--- src/rtl/edge_pulse_gen.sv ---
// Programmable edge strobe / square-wave generator. One oedge every P clocks,
// wave high for min(H, P-1) clocks of each period; new P/H only at boundaries.
module edge_pulse_gen #(
    parameter int WIDTH      = 8,
    parameter int DEF_PERIOD = 10,
    parameter int DEF_HIGH   = 5
) (
    input  logic             clk,
    input  logic             reset,
    input  logic             enable,
    input  logic             load,
    input  logic [WIDTH-1:0] period_in,
    input  logic [WIDTH-1:0] high_in,
    output logic             oedge,
    output logic             wave,
    output logic             busy,
    output logic             pending,
    output logic             load_ack,
    output logic             load_err
);

    // state | meaning
    // IDLE  | stopped, k=0, pending settings applied immediately
    // RUN   | generating, k counts 1..P
    // DRAIN | enable dropped, finishing the current period
    typedef enum logic [1:0] {S_IDLE, S_RUN, S_DRAIN} state_t;

    state_t           r_state;
    state_t           w_state_nxt;

    logic [WIDTH-1:0] r_k;
    logic [WIDTH-1:0] r_per;
    logic [WIDTH-1:0] r_high;
    logic [WIDTH-1:0] r_sh_per;
    logic [WIDTH-1:0] r_sh_high;
    logic             r_pending;
    logic             r_oedge;
    logic             r_wave;
    logic             r_busy;
    logic             r_load_ack;
    logic             r_load_err;

    logic             w_boundary;
    logic             w_apply;
    logic             w_load_ok;
    logic             w_load_bad;
    logic [WIDTH-1:0] w_k_nxt;
    logic [WIDTH-1:0] w_per_nxt;
    logic [WIDTH-1:0] w_high_nxt;
    logic [WIDTH-1:0] w_hlim;
    logic             w_pending_nxt;
    logic             w_oedge_nxt;
    logic             w_wave_nxt;
    logic             w_busy_nxt;

    assign w_boundary = (r_state != S_IDLE) && (r_k == r_per);
    assign w_apply    = r_pending && ((r_state == S_IDLE) || w_boundary);
    assign w_load_ok  = load && (period_in >= WIDTH'(2));
    assign w_load_bad = load && (period_in <  WIDTH'(2));

    always_ff @(posedge clk or posedge reset) begin
        if (reset) r_state <= S_IDLE;
        else       r_state <= w_state_nxt;
    end

    always_comb begin
        w_state_nxt = r_state;
        case (r_state)
            S_IDLE: begin
                if (enable) w_state_nxt = S_RUN;
            end
            S_RUN: begin
                if (w_boundary)   w_state_nxt = enable ? S_RUN : S_IDLE;
                else if (!enable) w_state_nxt = S_DRAIN;
            end
            S_DRAIN: begin
                if (w_boundary) w_state_nxt = enable ? S_RUN : S_IDLE;
            end
            default: w_state_nxt = S_IDLE;
        endcase
    end

    // Outputs are computed from the next phase so they line up with r_k.
    always_comb begin
        w_per_nxt  = w_apply ? r_sh_per  : r_per;
        w_high_nxt = w_apply ? r_sh_high : r_high;
        w_hlim     = (w_high_nxt >= w_per_nxt) ? (w_per_nxt - WIDTH'(1)) : w_high_nxt;

        if (w_state_nxt == S_IDLE)                w_k_nxt = '0;
        else if (r_state == S_IDLE || w_boundary) w_k_nxt = WIDTH'(1);
        else                                      w_k_nxt = r_k + WIDTH'(1);

        if (w_load_ok)    w_pending_nxt = 1'b1;
        else if (w_apply) w_pending_nxt = 1'b0;
        else              w_pending_nxt = r_pending;

        w_oedge_nxt = (w_k_nxt == WIDTH'(1));
        w_wave_nxt  = (w_k_nxt != '0) && (w_k_nxt <= w_hlim);
        w_busy_nxt  = (w_state_nxt != S_IDLE);
    end

    always_ff @(posedge clk or posedge reset) begin
        if (reset) begin
            r_k        <= '0;
            r_per      <= WIDTH'(DEF_PERIOD);
            r_high     <= WIDTH'(DEF_HIGH);
            r_sh_per   <= '0;
            r_sh_high  <= '0;
            r_pending  <= 1'b0;
            r_oedge    <= 1'b0;
            r_wave     <= 1'b0;
            r_busy     <= 1'b0;
            r_load_ack <= 1'b0;
            r_load_err <= 1'b0;
        end else begin
            r_k        <= w_k_nxt;
            r_per      <= w_per_nxt;
            r_high     <= w_high_nxt;
            r_pending  <= w_pending_nxt;
            r_oedge    <= w_oedge_nxt;
            r_wave     <= w_wave_nxt;
            r_busy     <= w_busy_nxt;
            r_load_ack <= w_load_ok;
            r_load_err <= w_load_bad;
            if (w_load_ok) begin
                r_sh_per  <= period_in;
                r_sh_high <= high_in;
            end
        end
    end

    assign oedge    = r_oedge;
    assign wave     = r_wave;
    assign busy     = r_busy;
    assign pending  = r_pending;
    assign load_ack = r_load_ack;
    assign load_err = r_load_err;

endmodule

--- config.mk ---
export PLATFORM = sky130hd
export DESIGN_NAME = edge_pulse_gen
export DESIGN_NICKNAME = d
export VERILOG_FILES = /design/src/rtl/edge_pulse_gen.sv
export SDC_FILE = /design/constraint.sdc
export NUM_CORES = 1
export LEC_CHECK = 0
export CAP_MARGIN = 10
export CORE_MARGIN = 2
export CORE_UTILIZATION = 40
export DETAILED_ROUTE_END_ITERATION = 8
export PLACE_DENSITY_LB_ADDON = 0.08
export SYNTH_ARGS = -nofsm -noshare
export SYNTH_HDL_FRONTEND = slang
export SYNTH_SLANG_ARGS = --single-unit
--- constraint.sdc ---
create_clock -name clk -period 6.2 [get_ports clk]
set_input_delay 1.24 -clock clk [delete_from_list [all_inputs] [get_ports clk]]
set_output_delay 1.24 -clock clk [all_outputs]
set_load 0.005 [all_outputs]
# After elaboration in Yosys (flattened, before gate mapping)
# Index checks and enable logic that the tools add are counted.
# W data, S select, Z words.
[totals] wordCells=47 register_bits=48
[classes] n_mux=13 eq_ne=4 addsub=2 n_lt_le_gt_ge=4 n_reduce_logical=12
[ops] operator="$mux W8" count=5
[ops] operator="$add A8 B1 Y8 const B" count=1
[ops] operator="$eq A8 B1 Y1 const B" count=1
[ops] operator="$eq A8 B8 Y1" count=1
[ops] operator="$ge A8 B2 Y1 const B" count=1
[ops] operator="$ge A8 B8 Y1" count=1
[ops] operator="$le A8 B8 Y1" count=1
[ops] operator="$lt A8 B2 Y1 const B" count=1
[ops] operator="$mux W2" count=4
[ops] operator="$reduce_bool A8 Y1" count=1
[ops] operator="$sub A8 B1 Y8 const B" count=1
[ops] operator="$pmux W2 S3" count=1
[ops] operator="$reduce_bool A2 Y1" count=3
[ops] operator="$logic_and A1 B1 Y1" count=5
[ops] operator="$logic_not A2 Y1" count=2
[ops] operator="$mux W1" count=3
[ops] operator="$eq A2 B1 Y1 const B" count=1
[ops] operator="$eq A2 B2 Y1 const B" count=1
[ops] operator="$logic_or A1 B1 Y1" count=1

# Longest topological paths before layout
[logic_depth] word_depth=9 depth_mapped=24 mapped_depth_nobuf=21

# Worst setup path before layout
# No wires, ideal clock.
[synth_path] path_kind="register to register" startpoint="register r_k[5]" endpoint="register r_wave, in the netlist wave" arrival_time_ns=4.567 setup_ns=0.086 stages_incl_launch_ff=25 slack_ns=1.547 period_less_slack_ns=4.653 t_required_ns=6.114 cell_sequence="dfrtp_1 clkbuf_1 xor2_1 nor4_2 a21oi_2 nand2b_4 buf_2 buf_2 mux2i_1 ha_1 a21o_1 a21o_1 a21oi_1 nor2b_1 a2111oi_1 a32oi_4 mux2i_1 ha_1 nor2b_1 o21a_1 o21ai_0 nand2b_1 a21oi_1 o21ai_0 a32oi_1"
[synth_between] elab_chain_len=9 word_cells_on_any_way=19 classes_between="add/sub (2); order compare (2); eq/ne (1); mux (8); reduce/logical (6)"
[synth_rtl] item="start, declared" line="31" rtl="logic [WIDTH-1:0] r_k;"
[synth_rtl] item="start signal, assigned" line="116" rtl="r_k <= w_k_nxt;"
[synth_rtl] item="$eq A8 B8 Y1" line="56" rtl="assign w_boundary = (r_state != S_IDLE) && (r_k == r_per);"
[synth_rtl] item="$logic_and A1 B1 Y1" line="56"
[synth_rtl] item="$logic_or A1 B1 Y1" line="57, 90"
[synth_rtl] item="$logic_and A1 B1 Y1" line="57" rtl="assign w_apply = r_pending && ((r_state == S_IDLE) || w_boundary);"
[synth_rtl] item="$mux W8, on equally long branches" line="85, 86"
[synth_rtl] item="$sub A8 B1 Y8 or $ge A8 B8 Y1 (tied branches)" line="87" rtl="w_hlim = (w_high_nxt >= w_per_nxt) ? (w_per_nxt - WIDTH'(1)) : w_high_nxt;"
[synth_rtl] item="$mux W8" line="87"
[synth_rtl] item="$le A8 B8 Y1" line="98" rtl="w_wave_nxt = (w_k_nxt != '0) && (w_k_nxt <= w_hlim);"
[synth_rtl] item="$logic_and A1 B1 Y1 *" line="98"
[synth_rtl] item="named net w_wave_nxt" line="53" rtl="logic w_wave_nxt;"
[synth_rtl] item="end signal, assigned" line="121" rtl="r_wave <= w_wave_nxt;"
[synth_rtl] item="end, declared" line="38" rtl="logic r_wave;"
# The timed path passes the listed nets; every way through them passes the cells marked *.
# A chain may end at the register's enable or synchronous reset.

# Worst setup path after layout
[layout_path] startpoint="register r_per[1]" endpoint="register r_wave, in the netlist wave"
[layout_between] elab_chain_len=9 word_cells_on_any_way=18 classes_between="add/sub (1); order compare (2); eq/ne (1); mux (8); reduce/logical (6)"
[layout_rtl] item="start, declared" line="32" rtl="logic [WIDTH-1:0] r_per;"
[layout_rtl] item="start signal, assigned" line="105" rtl="r_per <= WIDTH'(DEF_PERIOD);"
[layout_rtl] item="start signal, assigned" line="117" rtl="r_per <= w_per_nxt;"
[layout_rtl] item="$eq A8 B8 Y1 *" line="56"
[layout_rtl] item="$logic_and A1 B1 Y1 *" line="56"
[layout_rtl] item="$logic_or A1 B1 Y1 *" line="57"
[layout_rtl] item="$logic_and A1 B1 Y1 *" line="57"
[layout_rtl] item="$mux W8 *" line="86" rtl="w_high_nxt = w_apply ? r_sh_high : r_high;"
[layout_rtl] item="named net w_high_nxt[4]" line="49" rtl="logic [WIDTH-1:0] w_high_nxt;"
[layout_rtl] item="$ge A8 B8 Y1" line="87"
[layout_rtl] item="$mux W8 *" line="87"
[layout_rtl] item="$le A8 B8 Y1 *" line="98"
[layout_rtl] item="$logic_and A1 B1 Y1 *" line="98"
[layout_rtl] item="named net w_wave_nxt" line="53"
# Marks and branches as above.

==> run_results.csv <==
group,metric,value,unit
timing,setup-violations-final,0,
timing,skew,0.00849,ns
detailed_routing,ant_nets,0,
floorplan,row_count,30,
logic_synthesis,synth_cells,288,
floorplan,core,0.00672,mm^2
outcome,outcome,"finished clean",
pwr,ir_drop,0.175,mV
floorplan,start_util,0.411,
timing,grt_setup_unrepaired,"no",
place,place_hpwl,4.45,mm
cells_and_area,layout-drive-gt1-share,0.0871,
pwr,powerDensity,497,mW/mm^2
logic_synthesis,synth-seq-area-share,0.437,
floorplan,die_y,87.1,um
logic_synthesis,synth_edf_count,0,
cts,cts_tree,"yes",
logic_synthesis,ys_top_cells_by_count,"59 x nand2_1, 44 x dfrtp_1, 19 x nor2_1",
detailed_routing,viasPerCell,5.05,
cts,cts_resized,0,
grt,grt_pass1_vias,1965,
worst_setup_path,worstSetupPathType,"register to register",
timing,slew_headroom,0.310,
place,gp_congestion,0.814,
timing,fin_crit_sh,0.808,
logic_synthesis,async_flop_share,1.00,
timing,drv_slew,0,
logic_synthesis,syn-cell-area,0.00276,mm^2
detailed_routing,routed-wl-met3,160,um
logic_synthesis,synth_area_leaders,"dfrtp_1 40%, nand2_1 8.0%, ha_1 7.7%, mux2i_1 5.4%, xor2_1 5.4%",
detailed_routing,drc,0,
detailed_routing,wl_per_cell,15.1,um
logic_synthesis,yosys_warnings,0,
timing,fin_setup_tns,0,ns
detailed_routing,vias,1970,
worst_setup_path,crit_required,6.43,ns
cts,clk_latency,0.31,ns
detailed_routing,drtPass1Iterations,5,
detailed_routing,drt_iter0_drc,98,
detailed_routing,drt-met1-wl,2.88,mm
cts,root_buffer,"clkbuf_8",
worst_setup_path,crit_path_end_kind,"register",
grt,grt_max_degree,49,
timing,fmax,200,MHz
cts,htree_levels,2,
grt,grt_pass1_wl,9.98,mm
flow_run,cap_viol_max_count,0,
timing,final.hold.worst_slack,0.482,ns
logic_synthesis,synthMostInstantiatedCell,"nand2_1",
grt,grt.overflow.total,0,
logic_synthesis,synth_top_cell_area_share,0.399,
worst_hold_path,hold_class,"register to register",
worst_setup_path,start_kind,"register",
place,numPortBuffers,25,
cells_and_area,area_delta_synth_final,14.1,%
logic_synthesis,synthFlopType,"dfrtp_1",
timing,finalHoldViolCount,0,
timing,worst_pin_slew,1.03,ns
logic_synthesis,synth-seq-cells,48,
logic_synthesis,synth.distinct_cells,42,
logic_synthesis,synth_top_area_cell,"dfrtp_1",
detailed_routing,route.met2.wl,2.77,mm
cells_and_area,nFillCells,679,
timing,setup_ws,1.19,ns
worst_setup_path,critical_path_arrival,5.25,ns
floorplan,die_x,87.1,um
place,pre_cts_slack,1.18,ns
pwr,power_leakage,0.00153,uW
cts,clock_sinks,48,
cells_and_area,antenna_cells,0,
cts,cts.clk_slew.worst_paths,0.10,ns
cts,clock_path_buffers,2,
timing,min_period,5.01,ns
cells_and_area,nNetsFinal,346,
grt,gr-usage-all-layers,0.171,
cts,postCtsSetupBuffers,0,
detailed_routing,wl,5.87,mm
logic_synthesis,syn_avg_cell_area,9.58,um^2
floorplan,die_area,0.00758,mm^2
cts,numCtsBuffers,5,
grt,antenna_found_initial,0,
floorplan,pin_count,26,
logic_synthesis,syn-num-nets,325,
cts,postCtsHoldBufs,0,
worst_setup_path,cp_max_fo,31,
detailed_routing,routed.top_layer,"met4",
[layout by cell type (no fill, tap or decap), types with 2 or more instances in the layout]
cell type,netlist,routed
nand2_1,59,59
dfrtp_1,44,44
clkdlybuf4s50_1,0,25
nor2_1,19,19
xor2_1,17,17
ha_1,17,17
inv_1,16,15
mux2i_1,15,15
a21oi_1,12,12
mux2_2,8,8
xnor2_1,8,8
nor3_1,7,7
o21ai_0,6,6
nand3_1,6,6
clkbuf_8,0,6
and3_1,4,4
dfstp_2,4,4
nor4_1,3,3
a21o_1,3,3
a31oi_1,3,3
a22o_1,2,2
nor4_2,2,2
nand2b_1,2,2
nor2b_1,2,2
o21a_1,2,2
nor3b_1,2,2
[per-layer routing]
| metal | global-route usage | vias to the layer above |
|---|---|---|
| met5 | 0 | - |
| met1 | 0.237 | 922 |
| met2 | 0.278 | 29 |
| met3 | 0.0294 | 6 |
| li1 | - | 1013 |
| met4 | 0.0426 | 0 |
[metrics by stage]
stage               cells  total power, uW  instance area [um^2]  utilization
detailed placement    382             1380                  3060        0.455
global route          390             1720                  3150        0.469
floorplan             288             1170                  2760            -
finish                390             1570                  3150        0.469
global placement      382             1370                  3060        0.455
CTS                   390             1590                  3150        0.469
[sequential cells by signal, summed over array words and instances (netlist names)]
signal     cells
r_high         8
r_k            8
r_per          8
r_sh_high      8
r_sh_per       8
r_state        2
busy           1
load_ack       1
load_err       1
oedge          1
pending        1
wave           1
[final cells by class]
| cell class | count | area, um^2 | area share |
|---|---|---|---|
| repair buffers | 25 | 250 | 0.0795 |
| clock buffers | 7 | 86.3 | 0.0274 |
| inverters | 16 | 60.1 | 0.0191 |
| multi-input cells | 213 | 1440 | 0.457 |
| clock inverters | 1 | 7.51 | 0.00238 |
| flip-flops and latches | 48 | 1210 | 0.383 |
| well taps | 80 | 100 | 0.0318 |
[worst max-delay path, stage by stage, from the launching register on]
cell and delay (ns):
dfstp_2 0.58, xor2_1 0.08, nor4_2 0.35, a21oi_2 0.13, nand2b_4 0.34, mux2_2 0.38
ha_1 0.29, a21o_1 0.16, a21o_1 0.16, a21oi_1 0.14, nor2b_1 0.07, a2111oi_1 0.57
a32oi_4 0.30, mux2i_1 0.25, ha_1 0.27, nor2b_1 0.13, o21a_1 0.16, o21ai_0 0.14
nand2b_1 0.07, a21oi_1 0.13, o21ai_0 0.08, a32oi_1 0.15
[path summary, 6_finish.rpt]
check	endpoint	slack, ns	start	cells after the start
max in group asynchronous	r_sh_high[7]	4.07	reset	2
min	r_sh_high[5]	0.48	r_sh_high[5]	2
min reg2reg	r_sh_high[5]	0.48	r_sh_high[5]	2
max	wave	1.19	r_per[1]	21
min in group asynchronous	r_state[0]	1.49	reset	2
max reg2reg	wave	1.19	r_per[1]	21
[logic make-up (layout without fill, tap and decap cells)]
logic type	Yosys count	count (layout)	synth area share
and+or+nand+nor	114	114	0.193
muxes	23	23	0.0870
xor gates and xnor gates	25	25	0.0793
buffers and inverters	27	49	0.0417
adders and majority gates	17	17	0.0771
DFF	48	48	0.437
AOI/OAI and AO/OA	34	34	0.0848
[report_power, final]
| part | switching, uW | internal, uW | total, uW |
|---|---|---|---|
| combinational | 465 | 407 | 872 |
| clock | 111 | 91.0 | 202 |
| sequential | 84.2 | 408 | 492 |
Power figures use the tool's default switching activity.
